$ cat src/rtl/sub_bytes_sched.sv
// sub_bytes_sched: shares one 32-bit S-box bank between the round state (4 column passes) and key SubWord.
module sub_bytes_sched #(
    parameter bit KEY_PRIORITY = 1'b1
) (
    input  logic         clk,
    input  logic         rst,
    input  logic         state_start,
    input  logic [127:0] state_in,
    output logic         state_ready,
    output logic         state_done,
    output logic [127:0] state_out,
    input  logic         key_start,
    input  logic [31:0]  key_in,
    output logic         key_ready,
    output logic         key_done,
    output logic [31:0]  key_out,
    output logic [31:0]  sbox_in,
    input  logic [31:0]  sbox_out,
    output logic         grant_state,
    output logic         grant_key
);
    logic         st_busy;
    logic         key_busy;
    logic [1:0]   col;
    logic [127:0] st_buf;
    logic [31:0]  key_buf;
    assign state_ready = !st_busy;
    assign key_ready   = !key_busy;
    assign state_out   = st_buf;
    // column 0 sits in the top word, so the bit offset is (3-col)*32
    always_comb begin
        grant_key   = key_busy && (KEY_PRIORITY || !st_busy);
        grant_state = st_busy && !grant_key;
        sbox_in     = grant_state ? st_buf[{~col, 5'b0} +: 32] : grant_key ? key_buf : 32'h0;
    end
    always_ff @(posedge clk or posedge rst) begin
        if (rst) begin
            st_busy    <= 1'b0;
            key_busy   <= 1'b0;
            col        <= 2'd0;
            st_buf     <= 128'h0;
            key_buf    <= 32'h0;
            key_out    <= 32'h0;
            state_done <= 1'b0;
            key_done   <= 1'b0;
        end else begin
            state_done <= grant_state && col == 2'd3;
            key_done   <= grant_key;
            if (state_start && !st_busy) begin
                st_buf  <= state_in;
                st_busy <= 1'b1;
                col     <= 2'd0;
            end else if (grant_state) begin
                st_buf[{~col, 5'b0} +: 32] <= sbox_out;
                col <= col + 2'd1;
                if (col == 2'd3) st_busy <= 1'b0;
            end
            if (key_start && !key_busy) begin
                key_buf  <= key_in;
                key_busy <= 1'b1;
            end else if (grant_key) begin
                key_out  <= sbox_out;
                key_busy <= 1'b0;
            end
        end
    end
endmodule

$ cat config.mk
export PLATFORM = sky130hd
export DESIGN_NAME = sub_bytes_sched
export DESIGN_NICKNAME = d
export VERILOG_FILES = /design/src/rtl/sub_bytes_sched.sv
export SDC_FILE = /design/constraint.sdc
export NUM_CORES = 1
export LEC_CHECK = 0
export CAP_MARGIN = 15
export CORE_MARGIN = 8
export CORE_UTILIZATION = 39
export DETAILED_ROUTE_END_ITERATION = 8
export PLACE_DENSITY_LB_ADDON = 0.1
export SYNTH_ARGS = -nofsm -noshare
export SYNTH_HDL_FRONTEND = slang
export SYNTH_SLANG_ARGS = --single-unit
$ cat constraint.sdc
create_clock -name clk -period 6 [get_ports clk]
set_input_delay 0.9 -clock clk [delete_from_list [all_inputs] [get_ports clk]]
set_output_delay 0.9 -clock clk [all_outputs]
set_load 0.005 [all_outputs]
; After elaboration in Yosys (flattened, before gate mapping)
; Cells that the tools add are included.
[op_classes]
addsub = 2
mul = 0
div = 0
magnitude_cmp = 0
eq_ne = 1
shift = 3
n_mux = 11
bitwise = 2
reduce_logical = 10
[ops]
columns = cell, n
row1 = 128-bit two-way mux, 2
row2 = 128-bit bitwise mux, 1
row3 = 32-bit by 9-bit variable shift with 128-bit output (first input constant), 1
row4 = 128-bit by 8-bit indexed part select with 32-bit output, 1
row5 = 32-bit by 9-bit indexed part select with 128-bit output, 1
row6 = 32-bit two-way mux, 2
row7 = 7-bit negator with 9-bit output, 1
row8 = 1-bit logical AND, 4
row9 = 1-bit two-way mux, 4
row10 = 2-bit two-way mux, 2
row11 = 2-bit AND reduction, 2
row12 = 2-bit nonzero test, 2
row13 = 2-bit by 1-bit adder with 2-bit output (second input constant), 1
row14 = 2-bit equality test (second input constant), 1
row15 = 1-bit logical NOT, 2
row16 = 2-bit NOT, 1
row17 = 1-bit NOT, 1
[totals]
ff_bits = 198
latchBits = 0
mem_bits_rw = 0
rom_bits = 0
input_bits = 196
output_inout_bits = 198
elab_cells = 37
mem_count = 0

; Depth between registers and ports, before layout
; Gate-level depths: netlist of the first run.
[depth]
ltp_word = 6
ltp_mapped = 9
depth_no_buf = 5

; Worst setup path after synthesis of the first run
; No wires, ideal clock.
[synth_timing]
path_kind = flip-flop to output port
startpoint = register col[0]
endpoint = output sbox_in[10]
arrival_time_ns = 1.472
t_required_ns = 5.100
setup_slack_ns = 3.628
path_stages_with_launch = 5
n_path_buf = 2
cell_sequence = dfrtp_1 > buf_6 > buf_6 > mux4_2 > a22o_1
[synth_between]
elab_chain_len = 3
[synth_lines]
columns = item, line
row1 = start: declaration, 24  ; logic [1:0] col;
row2 = start signal: assignment, 55  ; col <= col + 2'd1;
row3 = 2-bit NOT, 34  ; sbox_in = grant_state ? st_buf[{~col, 5'b0} +: 32] : grant_key ? key_buf : 32'h0;
row4 = 128-bit by 8-bit indexed part select with 32-bit output, 34
row5 = 32-bit two-way mux, 34
row6 = end: declaration, 17  ; output logic [31:0] sbox_in,
; No other way between the ends.

; Worst setup path in the final report of the first run
[layout_timing]
startpoint = register col[0]
endpoint = output sbox_in[19]
; Same word-level chain as after synthesis.

==> qor.csv, run 1 <==
stage,metric,value,unit
critical_path,criticalPathCategory,reg2out,
die,ios,394,
critical_path,cp.arrival,3030,ps
clock_network,cts.htree.levels,4,
final_layout,final_net_count,1246,
logic_synthesis,synth_edf_count,0,
clock_network,clock_path_buffers,2,
global_routing,grt.total_usage,25.6,%
final_layout,syn_to_final_growth,48.4,%
logic_synthesis,synth_nets,897,
global_routing,grt_remaining_overflow,0,
timing,rsz0062_at_grt,false,
critical_path,crit_family,buffers and inverters,
global_routing,grt_pass1_vias,8773,
clock_network,cts.sinks,198,
final_layout,fin_area,0.0141,sq mm
timing,fin_skew,17.5,ps
timing,whs,506,ps
critical_path,crit_buf_inv,2,
timing,finalSetupViolCount,0,
routing,avgViaCountPerCell,5.89,
logic_synthesis,syn_avg_cell_area,13.7,sq um
routing,drc,0,
clock_network,cts_setup_buffers,0,
critical_path,cpMaxStageDelayCell,dfrtp_2,
logic_synthesis,ys_seq_area_share,52.1,%
logic_synthesis,synthArstFlopShare,100,%
die,rows,57,
timing,max_slew.worst_pin.slew,1070,ps
die,initial_core_util,39.5,%
critical_path,cpPeakStageDelay,850,ps
clock_network,hold_buffers,0,
placement,portBuffers,393,
routing,drt-pass1-iter-count,5,
timing,setup_tns,0,ps
timing,drv_slew,0,
timing,hold_viol_final,0,
logic_synthesis,synth.area.mux_share,15.6,%
die,die-area,0.0296,sq mm
routing,ant_nets,0,
clock_network,post_cts_resized,0,
flow_run,drv_cap,0,
final_layout,drive_above_1_share,14.8,%
logic_synthesis,synth-compound-area-share,16.7,%
logic_synthesis,ys.flop_type,dfrtp_1,
global_routing,grt_pass1_wl,56400,um
final_layout,multi_input_area,0.00412,sq mm
worst_hold_path,hp-class,reg2reg,
final_layout,seq_area,0.00496,sq mm
logic_synthesis,yosys.area_share.simple,9.87,%
logic_synthesis,synth_cells,696,
outcome,run_status,completed,
logic_synthesis,synth_xor_area_share,0.0921,%
power_and_ir_drop,power_leakage,6.12,nW
clock_network,cts_buffers,17,
final_layout,fill_cells,2069,
routing,dr_total_vias,8151,
critical_path,worstSetupStartpointType,register,
die,core,0.0241,sq mm
logic_synthesis,synth_fa_ha_area_share,0.658,%
timing,min_period,3930,ps
logic_synthesis,synthDistinctLibCells,29,
placement,placed_area,0.0135,sq mm
clock_network,path_clk_slew,70,ps
critical_path,crit_path_end_kind,output pin,
global_routing,grt_max_degree,93,
die,fp.dieW,172,um
placement,post-dp-hpwl,26400,um
power_and_ir_drop,powerDensity,441,mW/mm^2
clock_network,clockRootBuffer,clkbuf_16,
power_and_ir_drop,ir_drop,0.166,mV
critical_path,worst_ep_required_time,5100,ps
routing,wl_per_cell,27.6,um
global_routing,antenna_found_initial,3,
logic_synthesis,ys_ff_latch,198,
timing,fin_crit_sh,65.4,%
logic_synthesis,yosysWarnings,0,
placement,place.gp.congestion,0.790,
routing,first_iter_violations,616,
logic_synthesis,synth_top_family_by_area,compound AO/OA/AOI/OAI gates,
timing,max_freq,0.255,GHz
routing,wl,38200,um
critical_path,path_cells,buf_4 > mux4_2 > a22o_1 > clkdlybuf4s50_1,
clock_network,cts_tree,yes,
logic_synthesis,synth_area,0.00951,sq mm
clock_network,clk_latency,440,ps
critical_path,critPathMaxFanout,25,
timing,slew_headroom,29.0,%
die,fp.dieH,172,um
[layout by cell type, fill, tap and decap left out, drive strengths merged, types with 4 or more instances in the layout]
cell,instances
a221o,128
a22o,32
and2,33
and3,94
buf,13
clkbuf,17
clkdlybuf4s50,393
clkinv,8
dfrtp,198
ha,5
inv,10
mux2,64
mux2i,4
mux4,32
nor2,5
[area by class of cell]
type	count	share of cell area, %
Sequential cell	198	35.1
Multi-Input combinational cell	417	29.2
Timing Repair Buffer	406	28.6
Inverter	5	0.160
Tap cell	324	2.87
Clock buffer	17	3.01
Clock inverter	15	1.02
Antenna cell	2	0.0354
[registers in the layout (all words and copies together) (netlist names)]
register and flops:
state_done 1, key_buf 32, grant_key 1, state_out 128
st_busy 1, col 2, key_out 32, key_done 1
[stage by stage]
step / power (mW) / utilization (%) / cells / worst slack [ps]
floorplan: 3.59 / - / 696 / 2540
global placement: 5.10 / 56.2 / 1350 / 2480
detailed placement: 5.14 / 56.2 / 1350 / 2440
CTS: 6.28 / 58.5 / 1382 / 1960
global route: 6.57 / 58.6 / 1384 / 1870
finish: 6.22 / 58.6 / 1384 / 2070
[synthesized netlist by cell type, types with 3 or more instances]
| library cell | number | share of area (%) |
|---|---|---|
| and3_1 | 94 | 6.2 |
| mux2_2 | 64 | 7.6 |
| nand2_1 | 3 | 0.12 |
| ha_1 | 5 | 0.66 |
| nor2_1 | 5 | 0.20 |
| buf_4 | 7 | 0.55 |
| nor2b_1 | 3 | 0.20 |
| a221o_1 | 128 | 13 |
| buf_6 | 14 | 1.7 |
| a22o_1 | 32 | 2.9 |
| buf_2 | 30 | 1.6 |
| and2_1 | 33 | 2.2 |
| inv_1 | 5 | 0.20 |
| mux4_2 | 32 | 7.6 |
| dfrtp_1 | 198 | 52 |
| mux2i_1 | 4 | 0.42 |
| clkbuf_1 | 25 | 0.99 |
[where the power goes]
part | internal, mW | switching (mW)
Clock | 0.551 | 0.573
Combinational | 1.79 | 1.12
Sequential | 1.74 | 0.450
[routing by layer]
metal	vias up	wire, um	global-route usage (%)
li1	3474	-	-
met1	4244	15100	31.2
met2	380	18600	42.0
met3	51	3480	7.88
met4	2	1020	9.63
met5	-	13	0
[logic make-up after synthesis]
logic type / after synthesis
AND/OR/NAND/NOR: 146
adder cells (fa/ha/maj): 5
flip-flops: 198
XOR/XNOR: 1
multiplexers: 100
AO/OA/AOI/OAI: 165
buffers and inverters: 81
[worst reg2reg max path, delay by kind of cell (launching register included)]
family	cells	cell delay, ps
AO/OA/AOI/OAI	1	220
adder cells (fa/ha/maj)	1	450
buffers and inverters	1	460
flip-flops	1	1070
AND/OR/NAND/NOR	2	1100
[final timing paths]
check	start	endpoint	slack [ps]	cells past startpoint
min	key_out[9]$_DFFE_PP0P_	key_out[9]$_DFFE_PP0P_	510	1
min reg2reg	key_out[9]$_DFFE_PP0P_	key_out[9]$_DFFE_PP0P_	510	1
max in group asynchronous	rst	state_out[43]$_DFFE_PP0P_	3710	4
max reg2reg	col[1]$_DFFE_PP0P_	state_out[10]$_DFFE_PP0P_	2630	5
min in group asynchronous	rst	key_buf[28]$_DFFE_PP0P_	730	2
max	col[0]$_DFFE_PP0P_	sbox_in[19]	2070	4
Power figures use the tool's default switching activity.
==> run 2: changes to the inputs <==
- CORE_UTILIZATION: 39 -> 44
- clock period: 6 -> 3.65 ns (I/O delays scaled with it)
==> qor.csv, run 2 (synthesis results as in run 1) <==
stage,metric,value,unit
routing,wl,37500,um
die,core,0.0212,sq mm
final_layout,largest_register_ff_count,128,
critical_path,crit_end,sbox_in[31],
routing,wl_per_cell,27.8,um
clock_network,clk_latency,430,ps
placement,post-dp-hpwl,26400,um
critical_path,criticalPathCategory,reg2out,
die,fp.dieH,163,um
final_layout,drive_above_1_share,15.7,%
clock_network,hold_buffers,0,
flow_run,drv_cap,0,
critical_path,critPathMaxFanout,24,
timing,fin_crit_sh,88.0,%
power_and_ir_drop,power_leakage,6.20,nW
worst_hold_path,hp-class,in2async,
placement,place.gp.congestion,0.823,
global_routing,grt_pass1_wl,55600,um
global_routing,grt_max_degree,126,
critical_path,worst_ep_required_time,3100,ps
timing,rsz0062_at_grt,false,
timing,setup_tns,0,ps
timing,max_slew.worst_pin.slew,916,ps
critical_path,cp.arrival,2660,ps
final_layout,fin_util,67.3,%
routing,avgViaCountPerCell,6.12,
timing,fin_skew,14.4,ps
die,rows,53,
final_layout,final_net_count,1258,
power_and_ir_drop,powerDensity,724,mW/mm^2
routing,drc,0,
timing,max_freq,0.311,GHz
clock_network,clock_path_buffers,2,
die,initial_core_util,45.0,%
critical_path,worstRegToRegCells,5,
critical_path,r2r_setup_slack,920,ps
outcome,run_status,completed,
timing,drv_slew,0,
critical_path,crit_path_end_kind,output pin,
global_routing,antenna_found_initial,6,
final_layout,layout_commonest_cell,clkdlybuf4s50_1,
critical_path,worstSetupStartpointType,register,
global_routing,grt.total_usage,27.7,%
routing,ant_nets,0,
timing,min_period,3210,ps
final_layout,mostFrequentLayoutCells,"393 x clkdlybuf4s50_1, 195 x dfrtp_1, 128 x a221o_1",
timing,slew_headroom,38.9,%
clock_network,cts_setup_buffers,0,
power_and_ir_drop,ir_drop,0.342,mV
clock_network,clockRootBuffer,clkbuf_16,
clock_network,cts.sinks,198,
clock_network,path_clk_slew,80,ps
routing,first_iter_violations,658,
die,die-area,0.0266,sq mm
die,fp.dieW,163,um
clock_network,post_cts_resized,0,
critical_path,worstReg2RegEnd,state_out[89]$_DFFE_PP0P_,
final_layout,syn_to_final_growth,49.6,%
clock_network,cts.htree.levels,4,
global_routing,grt_pass1_vias,8698,
timing,hold_viol_final,0,
routing,dr_total_vias,8260,
placement,portBuffers,393,
clock_network,cts_buffers,17,
clock_network,cts_tree,yes,
critical_path,startpoint,col[1]$_DFFE_PP0P_,
die,ios,394,
timing,finalSetupViolCount,0,
routing,drt-pass1-iter-count,5,
critical_path,r2r_start,col[1]$_DFFE_PP0P_,
global_routing,grt_remaining_overflow,0,
==> run 2: cell count changes in the layout (fill, tap and decap cells not counted), sizes merged <==
cell | previous run | this run
buf | 13 | 25
clkbuf | 17 | 20
clkinv | 8 | 5
diode | 2 | 4
==> run 2: power breakdown <==
part	switching, mW	total, mW	leakage, nW	internal (mW)
Clock	0.903	1.84	0.278	0.938
Combinational	1.91	4.92	3.44	3.00
Sequential	0.680	3.54	2.48	2.86
Total	3.50	10.3	6.20	6.80
==> run 2: cell type report <==
| class | instances | area (sq um) |
|---|---|---|
| Antenna cell | 4 | 10.0 |
| Clock buffer | 20 | 457 |
| Clock inverter | 12 | 111 |
| Fill cell | 1652 | 6930 |
| Inverter | 5 | 22.5 |
| Multi-Input combinational cell | 417 | 4120 |
| Sequential cell | 198 | 4960 |
| Tap cell | 275 | 344 |
| Timing Repair Buffer | 418 | 4200 |
==> run 2: critical path, cell delays in order (launching register included) <==
cell and delay (ps):
dfrtp_2 810, buf_4 370, mux4_2 360, a22o_1 230
clkdlybuf4s50_1 450
==> run 2: how the worst min path moves through the flow <==
stage,startpoint,cells past startpoint,endpoint,slack [ps]
3_3_place_gp,key_out[2]$_DFFE_PP0P_,1,key_out[2]$_DFFE_PP0P_,490
5_1_grt,rst,2,key_buf[1]$_DFFE_PP0P_,390
3_5_place_dp,key_out[30]$_DFFE_PP0P_,1,key_out[30]$_DFFE_PP0P_,500
2_1_floorplan,grant_key$_DFF_PP0_,0,key_done$_DFF_PP0_,410
4_1_cts,rst,2,key_buf[1]$_DFFE_PP0P_,380
6_report,rst,2,key_buf[1]$_DFFE_PP0P_,390
==> run 2: per-layer routing <==
metal / vias to the layer above / GRT usage, % / wire, um
li1: 3508 / - / -
met1: 4206 / 33.9 / 14400
met2: 488 / 46.0 / 18400
met3: 56 / 7.75 / 3590
met4: 2 / 9.97 / 1080
met5: - / 0 / 10
==> run 2: metrics by stage <==
stage	instance area (sq um)	cells	worst slack (ps)	power [mW]	hold slack, ps
final	14200	1349	438	10.3	389
after global routing	14200	1349	393	10.8	394
after CTS	14200	1345	408	10.4	379
after detailed placement	13600	1313	859	8.50	496
after global placement	13600	1313	931	8.43	489
after floorplan	9520	696	542	5.90	415
